$ cat config.mk
export PLATFORM = sky130hd
export DESIGN_NAME = cache_with_interface
export DESIGN_NICKNAME = d
export VERILOG_FILES = /design/src/rtl/cache_with_interface_if.sv /design/src/rtl/cache_with_interface.sv
export SDC_FILE = /design/constraint.sdc
export NUM_CORES = 1
export LEC_CHECK = 0
export CAP_MARGIN = 10
export CORE_AREA = 2 2 39 41
export DETAILED_ROUTE_END_ITERATION = 6
export DIE_AREA = 0 0 41 43
export DONT_BUFFER_PORTS = 1
export GPL_TIMING_DRIVEN = 0
export HOLD_SLACK_MARGIN = 0.15
export PLACE_DENSITY = 0.35
export REMOVE_ABC_BUFFERS = 1
export SYNTH_ARGS = -nofsm -noshare
export SYNTH_HDL_FRONTEND = slang
export SYNTH_SLANG_ARGS = --single-unit
$ cat constraint.sdc
create_clock -name clock -period 0.8 [get_ports clock]
set_clock_uncertainty 0.15 [all_clocks]
set_input_delay 0.16 -clock clock [delete_from_list [all_inputs] [get_ports clock]]
set_output_delay 0.16 -clock clock [all_outputs]
set_load 0.02 [all_outputs]
$ cat src/rtl/cache_with_interface_if.sv
// Request/response bundle between the wrapper and its cache-set stage.
// The wrapper drives the request; the set stage drives the response.
interface cache_with_interface_if #(
    parameter int WIDTH = 8
);
    logic [WIDTH-1:0] w_request;
    logic [WIDTH-1:0] w_response;

    modport wrapper (output w_request, input  w_response);
    modport set     (input  w_request, output w_response);
endinterface

$ cat src/rtl/cache_with_interface.sv
// Cache-set stage registering the inverted request, and the top wrapper
// that connects it to dataIn/dataOut through the request/response bundle.
module cache_with_interface_set #(
    parameter int WIDTH = 8
) (
    input  logic                 clock,
    input  logic                 clear,
    cache_with_interface_if.set  bus
);
    logic [WIDTH-1:0] r_response;

    always_ff @(posedge clock) begin
        if (clear) begin
            r_response <= '0;
        end else begin
            r_response <= ~bus.w_request;
        end
    end

    assign bus.w_response = r_response;
endmodule

module cache_with_interface #(
    parameter int WIDTH = 8
) (
    input  logic             clock,
    input  logic             clear,
    input  logic [WIDTH-1:0] dataIn,
    output logic [WIDTH-1:0] dataOut
);
    cache_with_interface_if #(.WIDTH(WIDTH)) u_bus ();

    assign u_bus.w_request = dataIn;
    assign dataOut         = u_bus.w_response;

    cache_with_interface_set #(.WIDTH(WIDTH)) u_set (
        .clock (clock),
        .clear (clear),
        .bus   (u_bus.set)
    );
endmodule

==> flow_summary.json, run 1 <==
{
  "syn_area_per_cell_um2": 12.44,
  "vdd.ir_drop.worst_mv": 0.5404,
  "synth_seq_area_share_pct": 75.74,
  "synth_top_area_share_pct": 75.74,
  "place_congestion": 0.4746,
  "numPortBuffers": 0,
  "drc_errors": 0,
  "drt-initial-drc-count": 3,
  "synthTopCellsByArea": "dfxtp_1, nor2_1, buf_6",
  "grt_pass1_wl_um": 724,
  "critical_path_class": "flop to output port",
  "setup_slack_ns": -0.1194,
  "routedWlPerCell_um": 9.024,
  "ys_seq_elements": 8,
  "min_period_over_period_pct": 114.9,
  "largest_register_ffs": 8,
  "drive_gt1_share_pct": 52.00,
  "yosysMostFrequentCell": "dfxtp_1",
  "clkTransAtPathRegs_ns": 0.05,
  "overflow": 0,
  "topRoutingLayerUsed": "met3",
  "relSlewSlack_pct": 92.08,
  "ant_nets": 0,
  "finalHoldViolations": 4,
  "antenna_found_initial": 0,
  "area_growth_pct": 57.40,
  "vias": 129,
  "start_util_pct": 15.28,
  "grt_max_degree": 9,
  "die_w_um": 41,
  "p_leak_nw": 0.1322,
  "via_per_inst": 3.146,
  "synth_top_area_cell": "dfxtp_1",
  "fin_crit_ns": 0.9194,
  "cp.arrival_ns": 0.61,
  "cp_data_required_time_ns": 0.49,
  "crit_cells": 0,
  "end_kind": "output port",
  "tightest_slew_ns": 0.1184,
  "dr_wl_met2_um": 270,
  "cts_inserted_buffers": 3,
  "dieArea_um2": 1763,
  "fin_setup_tns_ns": -0.9166,
  "min_to": "u_set.bus.w_response[6]",
  "routed_wirelength_um": 370,
  "hold_slack_ns": -0.1793,
  "antenna_cells": 0,
  "drt_pass1_iterations": 4,
  "startpoint_type": "flop",
  "cts_htree_levels": 1,
  "cts-root-buf": "clkbuf_4",
  "violations": "negative hold slack, negative setup slack",
  "async_flop_share_pct": 0,
  "hold_path.class": "input pin to flop",
  "power_density_nw_per_um2": 2283,
  "grt_usage_pct": 6.566,
  "status": "finished, violations left",
  "nNetsFinal": 37,
  "cts_tree": "built",
  "postCtsHoldBufs": 8,
  "final_area_um2": 332.8,
  "met1_length_um": 86,
  "die_y_um": 43,
  "p_total_w": 0.0007599,
  "fmax_ghz": 1.088,
  "synth-edff-count": 0,
  "finalSetupViolCount": 8,
  "synth.top_cells.by_count": "dfxtp_1, nor2_1, buf_6, nor2_2, nor2_4",
  "slew_viol_final": 0,
  "routed-wl-met3_um": 12,
  "synthCells": 17,
  "worstPathMaxFanout": 1,
  "min_from": "clear",
  "hold-path-cell-count": 1,
  "drv_cap": 0,
  "dpl-instance-area_um2": 220.2,
  "rsz0062_at_grt": "yes",
  "row_count": 14,
  "grt_pass1_vias": 165,
  "cts_num_sinks": 8,
  "synthFlopType": "dfxtp_1",
  "synth_area_um2": 211.5,
  "coreArea_um2": 1384,
  "pin_count": 18,
  "clockBufferDepth": 2,
  "ys_types": 5,
  "post_cts_buffers": 0,
  "final_util_pct": 24.05,
  "synth.yosys.warnings": 0
}
[power by group]
group | switching, W | internal (W) | total [W]
sequential | 0.0000344 | 0.000411 | 0.000445
clock | 0.000109 | 0.000170 | 0.000279
combinational | 0.00000894 | 0.0000263 | 0.0000353
total | 0.000153 | 0.000607 | 0.000760
[kinds of logic (layout without fill, tap and decap cells)]
group,count (synthesis),count (layout),share of synthesized area [%]
buffers and inverters,1,9,5.325
AND/OR/NAND/NOR,8,8,18.94
flip-flops,8,8,75.74
[what timing repair did]
action                                 CTS  global route
endpoints found under the hold margin    8             4
pin swaps                                0             0
gates resized for setup                 16             0
setup endpoints to repair                8            10
[cell type report]
cell class              count  area (µm²)
well taps                  16       20.02
clock buffers               3       22.52
flip-flops and latches      8       190.2
multi-input cells           8       40.04
fillers                   149        1051
repair buffers              6       60.06
[through the flow]
| step | setup WS, ns | instances | hold slack (ns) |
|---|---|---|---|
| 5_1_grt | -0.1410 | 41 | -0.1919 |
| 3_3_place_gp | 0.08356 | 32 | 0.07020 |
| 6_report | -0.1194 | 41 | -0.1793 |
| 3_5_place_dp | 0.07816 | 32 | 0.07059 |
| 2_1_floorplan | 0.09488 | 16 | 0.06961 |
| 4_1_cts | -0.1280 | 43 | -0.1880 |
[cells in the final DEF (no fill, tap or decap)]
master	n
nor2_4	1
dlygate4sd3_1	6
nor2_2	1
clkbuf_4	3
nor2_1	6
dfxtp_4	8
[routing by layer]
| layer | global-route usage [%] | up-vias |
|---|---|---|
| li1 | - | 66 |
| met1 | 5.574 | 61 |
| met2 | 11.25 | 2 |
| met3 | 1.571 | 0 |
| met4 | 6.000 | 0 |
| met5 | 0 | - |
[how the worst max path moves through the flow]
stage	endpoint	startpoint	slack [ns]
after floorplan	dataOut[0]	u_set.bus.w_response[0]	0.09
after global placement	dataOut[0]	u_set.bus.w_response[0]	0.08
after detailed placement	dataOut[4]	u_set.bus.w_response[4]	0.08
after CTS	dataOut[2]	u_set.bus.w_response[2]	-0.13
after global routing	dataOut[2]	u_set.bus.w_response[2]	-0.14
final	dataOut[2]	u_set.bus.w_response[2]	-0.12
No activity file was read; power rests on OpenSTA's default activity.
==> run 2, diff against run 1 <==
--- a/config.mk
+++ b/config.mk
@@ -5,8 +5,10 @@
 export SDC_FILE = /design/constraint.sdc
 export NUM_CORES = 1
 export LEC_CHECK = 0
+export ABC_AREA = 1
 export CAP_MARGIN = 10
 export CORE_AREA = 2 2 39 41
+export CTS_BUF_LIST = sky130_fd_sc_hd__clkbuf_2
 export DETAILED_ROUTE_END_ITERATION = 6
 export DIE_AREA = 0 0 41 43
 export DONT_BUFFER_PORTS = 1
==> flow_summary.json, run 2 (synthesis gave the netlist of run 1 again) <==
{
  "status": "finished, violations left",
  "violations": "negative hold slack, negative setup slack",
  "start_util_pct": 15.28,
  "cp_data_required_time_ns": 0.49,
  "pin_count": 18,
  "drt_pass1_iterations": 4,
  "place_worst_setup_slack_ns": 0.07816,
  "routedWlPerCell_um": 9.286,
  "worstPathMaxFanout": 1,
  "nNetsFinal": 38,
  "largest_register_ffs": 8,
  "cts_tree": "built",
  "critical_path_class": "flop to output port",
  "rsz0062_at_grt": "yes",
  "routed_wirelength_um": 390,
  "setup_slack_ns": -0.1080,
  "min_period_over_period_pct": 113.5,
  "finalHoldViolations": 3,
  "tightest_slew_ns": 0.1184,
  "grt_usage_pct": 7.071,
  "grt_pass1_wl_um": 745,
  "postCtsHoldBufs": 8,
  "relSlewSlack_pct": 92.08,
  "final_common_cell": "dfxtp_4",
  "power_density_nw_per_um2": 2089,
  "coreArea_um2": 1384,
  "fmax_ghz": 1.101,
  "die_w_um": 41,
  "row_count": 14,
  "overflow": 0,
  "dpl-instance-area_um2": 220.2,
  "grt_pass1_vias": 172,
  "clkTransAtPathRegs_ns": 0.07,
  "startpoint_type": "flop",
  "drive_gt1_share_pct": 50.00,
  "cts-root-buf": "clkbuf_2",
  "hold_slack_ns": -0.1648,
  "ant_nets": 0,
  "numPortBuffers": 0,
  "area_growth_pct": 58.58,
  "dieArea_um2": 1763,
  "layout_common_cells": "dfxtp_4, dlygate4sd3_1, nor2_1",
  "die_y_um": 43,
  "cp.arrival_ns": 0.60,
  "antenna_cells": 0,
  "cts_inserted_buffers": 3,
  "p_leak_nw": 0.1365,
  "cts_num_sinks": 8,
  "place_congestion": 0.4746,
  "p_total_w": 0.0007004,
  "hold_path.class": "input pin to flop",
  "finalSetupViolCount": 8,
  "grt_max_degree": 9,
  "via_per_inst": 3.238,
  "antenna_found_initial": 0,
  "final_area_um2": 335.3,
  "vias": 136,
  "cts_htree_levels": 1,
  "vdd.ir_drop.worst_mv": 0.3892,
  "clockBufferDepth": 2,
  "drt-initial-drc-count": 2,
  "drc_errors": 0,
  "drv_cap": 0,
  "slew_viol_final": 0,
  "end_kind": "output port",
  "fin_crit_ns": 0.9080
}
-- run 2: worst paths after layout --
| kind | slack (ns) | to | cells past startpoint | start |
|---|---|---|---|---|
| worst min-delay path | -0.16 | u_set.bus.w_response[6] | 1 | clear |
| worst max-delay path | -0.11 | dataOut[2] | 0 | u_set.bus.w_response[2] |
-- run 2: layer usage --
metal	global-route usage, %	share of wire [%]	vias to the layer above
met3	1.571	3.1	0
met1	6.230	25	65
met5	0	0	-
met4	10.00	0	0
li1	-	-	69
met2	10.31	72	2
-- run 2: per-stage QoR --
stage	utilization, %	std cells	setup TNS (ns)
floorplan	-	16	0
detailed placement	15.91	32	0
CTS	24.95	43	-0.9529
global placement	15.91	32	0
finish	24.23	42	-0.8138
global route	24.23	42	-1.141
-- run 2: power by group --
group / internal, W / total, W / switching, W
Combinational: 0.0000295 / 0.0000391 / 0.00000958
Clock: 0.000102 / 0.000217 / 0.000115
Sequential: 0.000410 / 0.000444 / 0.0000345
-- run 2: what timing repair did --
| item | CTS | global route |
|---|---|---|
| gates resized for setup | 16 | 0 |
| hold endpoints to repair | 8 | 3 |
| endpoints found under the setup margin | 8 | 9 |
| setup buffers | 0 | 0 |
-- run 2: cell type report --
type	instances	area [µm²]
fill	149	1049
sequential	8	190.2
timing repair buffer	7	70.07
multi-input combinational	8	40.04
tap	16	20.02
clock buffer	3	15.01
==> run 3, diff against run 2 <==
--- a/config.mk
+++ b/config.mk
@@ -9,6 +9,7 @@
 export CAP_MARGIN = 10
 export CORE_AREA = 2 2 39 41
 export CTS_BUF_LIST = sky130_fd_sc_hd__clkbuf_2
+export CTS_CLUSTER_DIAMETER = 120
 export DETAILED_ROUTE_END_ITERATION = 6
 export DIE_AREA = 0 0 41 43
 export DONT_BUFFER_PORTS = 1
==> constraint.sdc (replaced) <==
create_clock -name clock -period 0.8 [get_ports clock]
set_clock_uncertainty 0.15 [all_clocks]
set_input_delay 0.16 -clock clock [delete_from_list [all_inputs] [get_ports clock]]
set_output_delay 0.16 -clock clock [all_outputs]
set_load 0.01 [all_outputs]
==> flow_summary.json, run 3 (synthesis gave the netlist of run 1 again) <==
{
  "status": "finished, violations left",
  "violations": "negative hold slack, negative setup slack",
  "via_per_inst": 3.333,
  "power.share.clock_pct": 31.3,
  "intPower_w": 0.0005564,
  "rsz0062_at_grt": "yes",
  "startpoint_type": "flop",
  "place_congestion": 0.4746,
  "overflow": 0,
  "numPortBuffers": 0,
  "p_sw_w": 0.0001455,
  "relSlewSlack_pct": 92.08,
  "vias": 140,
  "finalHoldViolations": 3,
  "min_from": "clear",
  "drt_pass1_iterations": 4,
  "stdcell_count": 42,
  "routed_wirelength_um": 394,
  "clkTransAtPathRegs_ns": 0.07,
  "coreArea_um2": 1384,
  "finalSetupViolCount": 9,
  "dieArea_um2": 1763,
  "postCtsHoldBufs": 8,
  "critical_path_class": "flop to output port",
  "end_kind": "output port",
  "worstPathMaxFanout": 1,
  "clockBufferDepth": 2,
  "final_common_cell": "dfxtp_2",
  "die_y_um": 43,
  "p_leak_nw": 0.1339,
  "antenna_cells": 0,
  "drive_gt1_share_pct": 50.00,
  "cp.arrival_ns": 0.56,
  "power_frac_seq_pct": 63.1,
  "nNetsFinal": 38,
  "cts_num_sinks": 8,
  "post_cts_buffers": 0,
  "p_total_w": 0.0007018,
  "swShare_pct": 20.73,
  "cts_htree_levels": 1,
  "drt-initial-drc-count": 2,
  "hold-path-cell-count": 1,
  "fin_crit_ns": 0.8746,
  "setup_slack_ns": -0.07464,
  "grt_max_degree": 9,
  "grt_pass1_wl_um": 738,
  "area_growth_pct": 49.11,
  "drc_errors": 0,
  "antenna_found_initial": 0,
  "placed_cells": 32,
  "ant_nets": 0,
  "hold_path.class": "input pin to flop",
  "die_w_um": 41,
  "tightest_slew_ns": 0.1184,
  "cts_tree": "built",
  "row_count": 14,
  "min_period_over_period_pct": 109.3,
  "drv_cap": 0,
  "final_util_pct": 22.78,
  "cp_data_required_time_ns": 0.49,
  "comb_power_share_pct": 5.6,
  "vdd.ir_drop.worst_mv": 0.4044,
  "min_to": "u_set.bus.w_response[6]",
  "layout_common_cells": "dfxtp_2, dlygate4sd3_1, nor2_1",
  "grt_pass1_vias": 175,
  "start_util_pct": 15.28,
  "pin_count": 18,
  "grt_usage_pct": 6.963,
  "routedWlPerCell_um": 9.381,
  "hold_slack_ns": -0.1626,
  "cts_inserted_buffers": 3,
  "largest_register_ffs": 8,
  "cts-root-buf": "clkbuf_2",
  "power_density_nw_per_um2": 2226,
  "slew_viol_final": 0,
  "fmax_ghz": 1.143
}
[run 3: cell types whose count changed in the layout (fill, tap and decap cells not counted)]
| cell | delta |
|---|---|
| dfxtp_2 | +8 |
| dfxtp_4 | -8 |
[run 3: how the worst max path moves through the flow]
stage	from	endpoint	depth (start not counted)
2_1_floorplan	u_set.bus.w_response[0]	dataOut[0]	0
3_3_place_gp	u_set.bus.w_response[0]	dataOut[0]	0
3_5_place_dp	u_set.bus.w_response[4]	dataOut[4]	0
4_1_cts	u_set.bus.w_response[2]	dataOut[2]	0
5_1_grt	u_set.bus.w_response[4]	dataOut[4]	0
6_report	u_set.bus.w_response[3]	dataOut[3]	0
[run 3: area by class of cell]
class	instances	area, µm²
sequential	8	170.2
clock buffer	3	15.01
tap	16	20.02
fill	148	1069
timing repair buffer	7	70.07
multi-input combinational	8	40.04
[run 3: timing repair]
action / 4_1_cts / 5_1_grt
setup endpoints to repair: 8 / 9
gates resized for setup: 8 / 0
endpoints found under the hold margin: 8 / 3
pin swaps: 0 / 0
[run 3: power by group through the flow]
stage | clock network (W) | logic [W] | registers, W
2_1_floorplan | 0 | 0.0000100 | 0.000446
3_3_place_gp | 0 | 0.0000102 | 0.000448
3_5_place_dp | 0 | 0.0000112 | 0.000448
4_1_cts | 0.000232 | 0.0000429 | 0.000444
5_1_grt | 0.000260 | 0.0000451 | 0.000445
6_report | 0.000220 | 0.0000394 | 0.000443
[run 3: layer usage]
layer | share of wire (%) | track usage (%) | routed length, µm
met1 | 28 | 6.209 | 109
met2 | 69 | 10.00 | 271
met3 | 3.3 | 1.571 | 13
met4 | 0 | 10.00 | 0
met5 | 0 | 0 | 0
[run 3: stage by stage]
stage,TNS [ns],worst slack [ns],instance area (µm²)
finish,-0.5735,-0.07464,315.3
global route,-0.9188,-0.1204,315.3
CTS,-0.7201,-0.09819,325.3
detailed placement,0,0.1425,220.2
global placement,0,0.1479,220.2
floorplan,0,0.1592,200.2
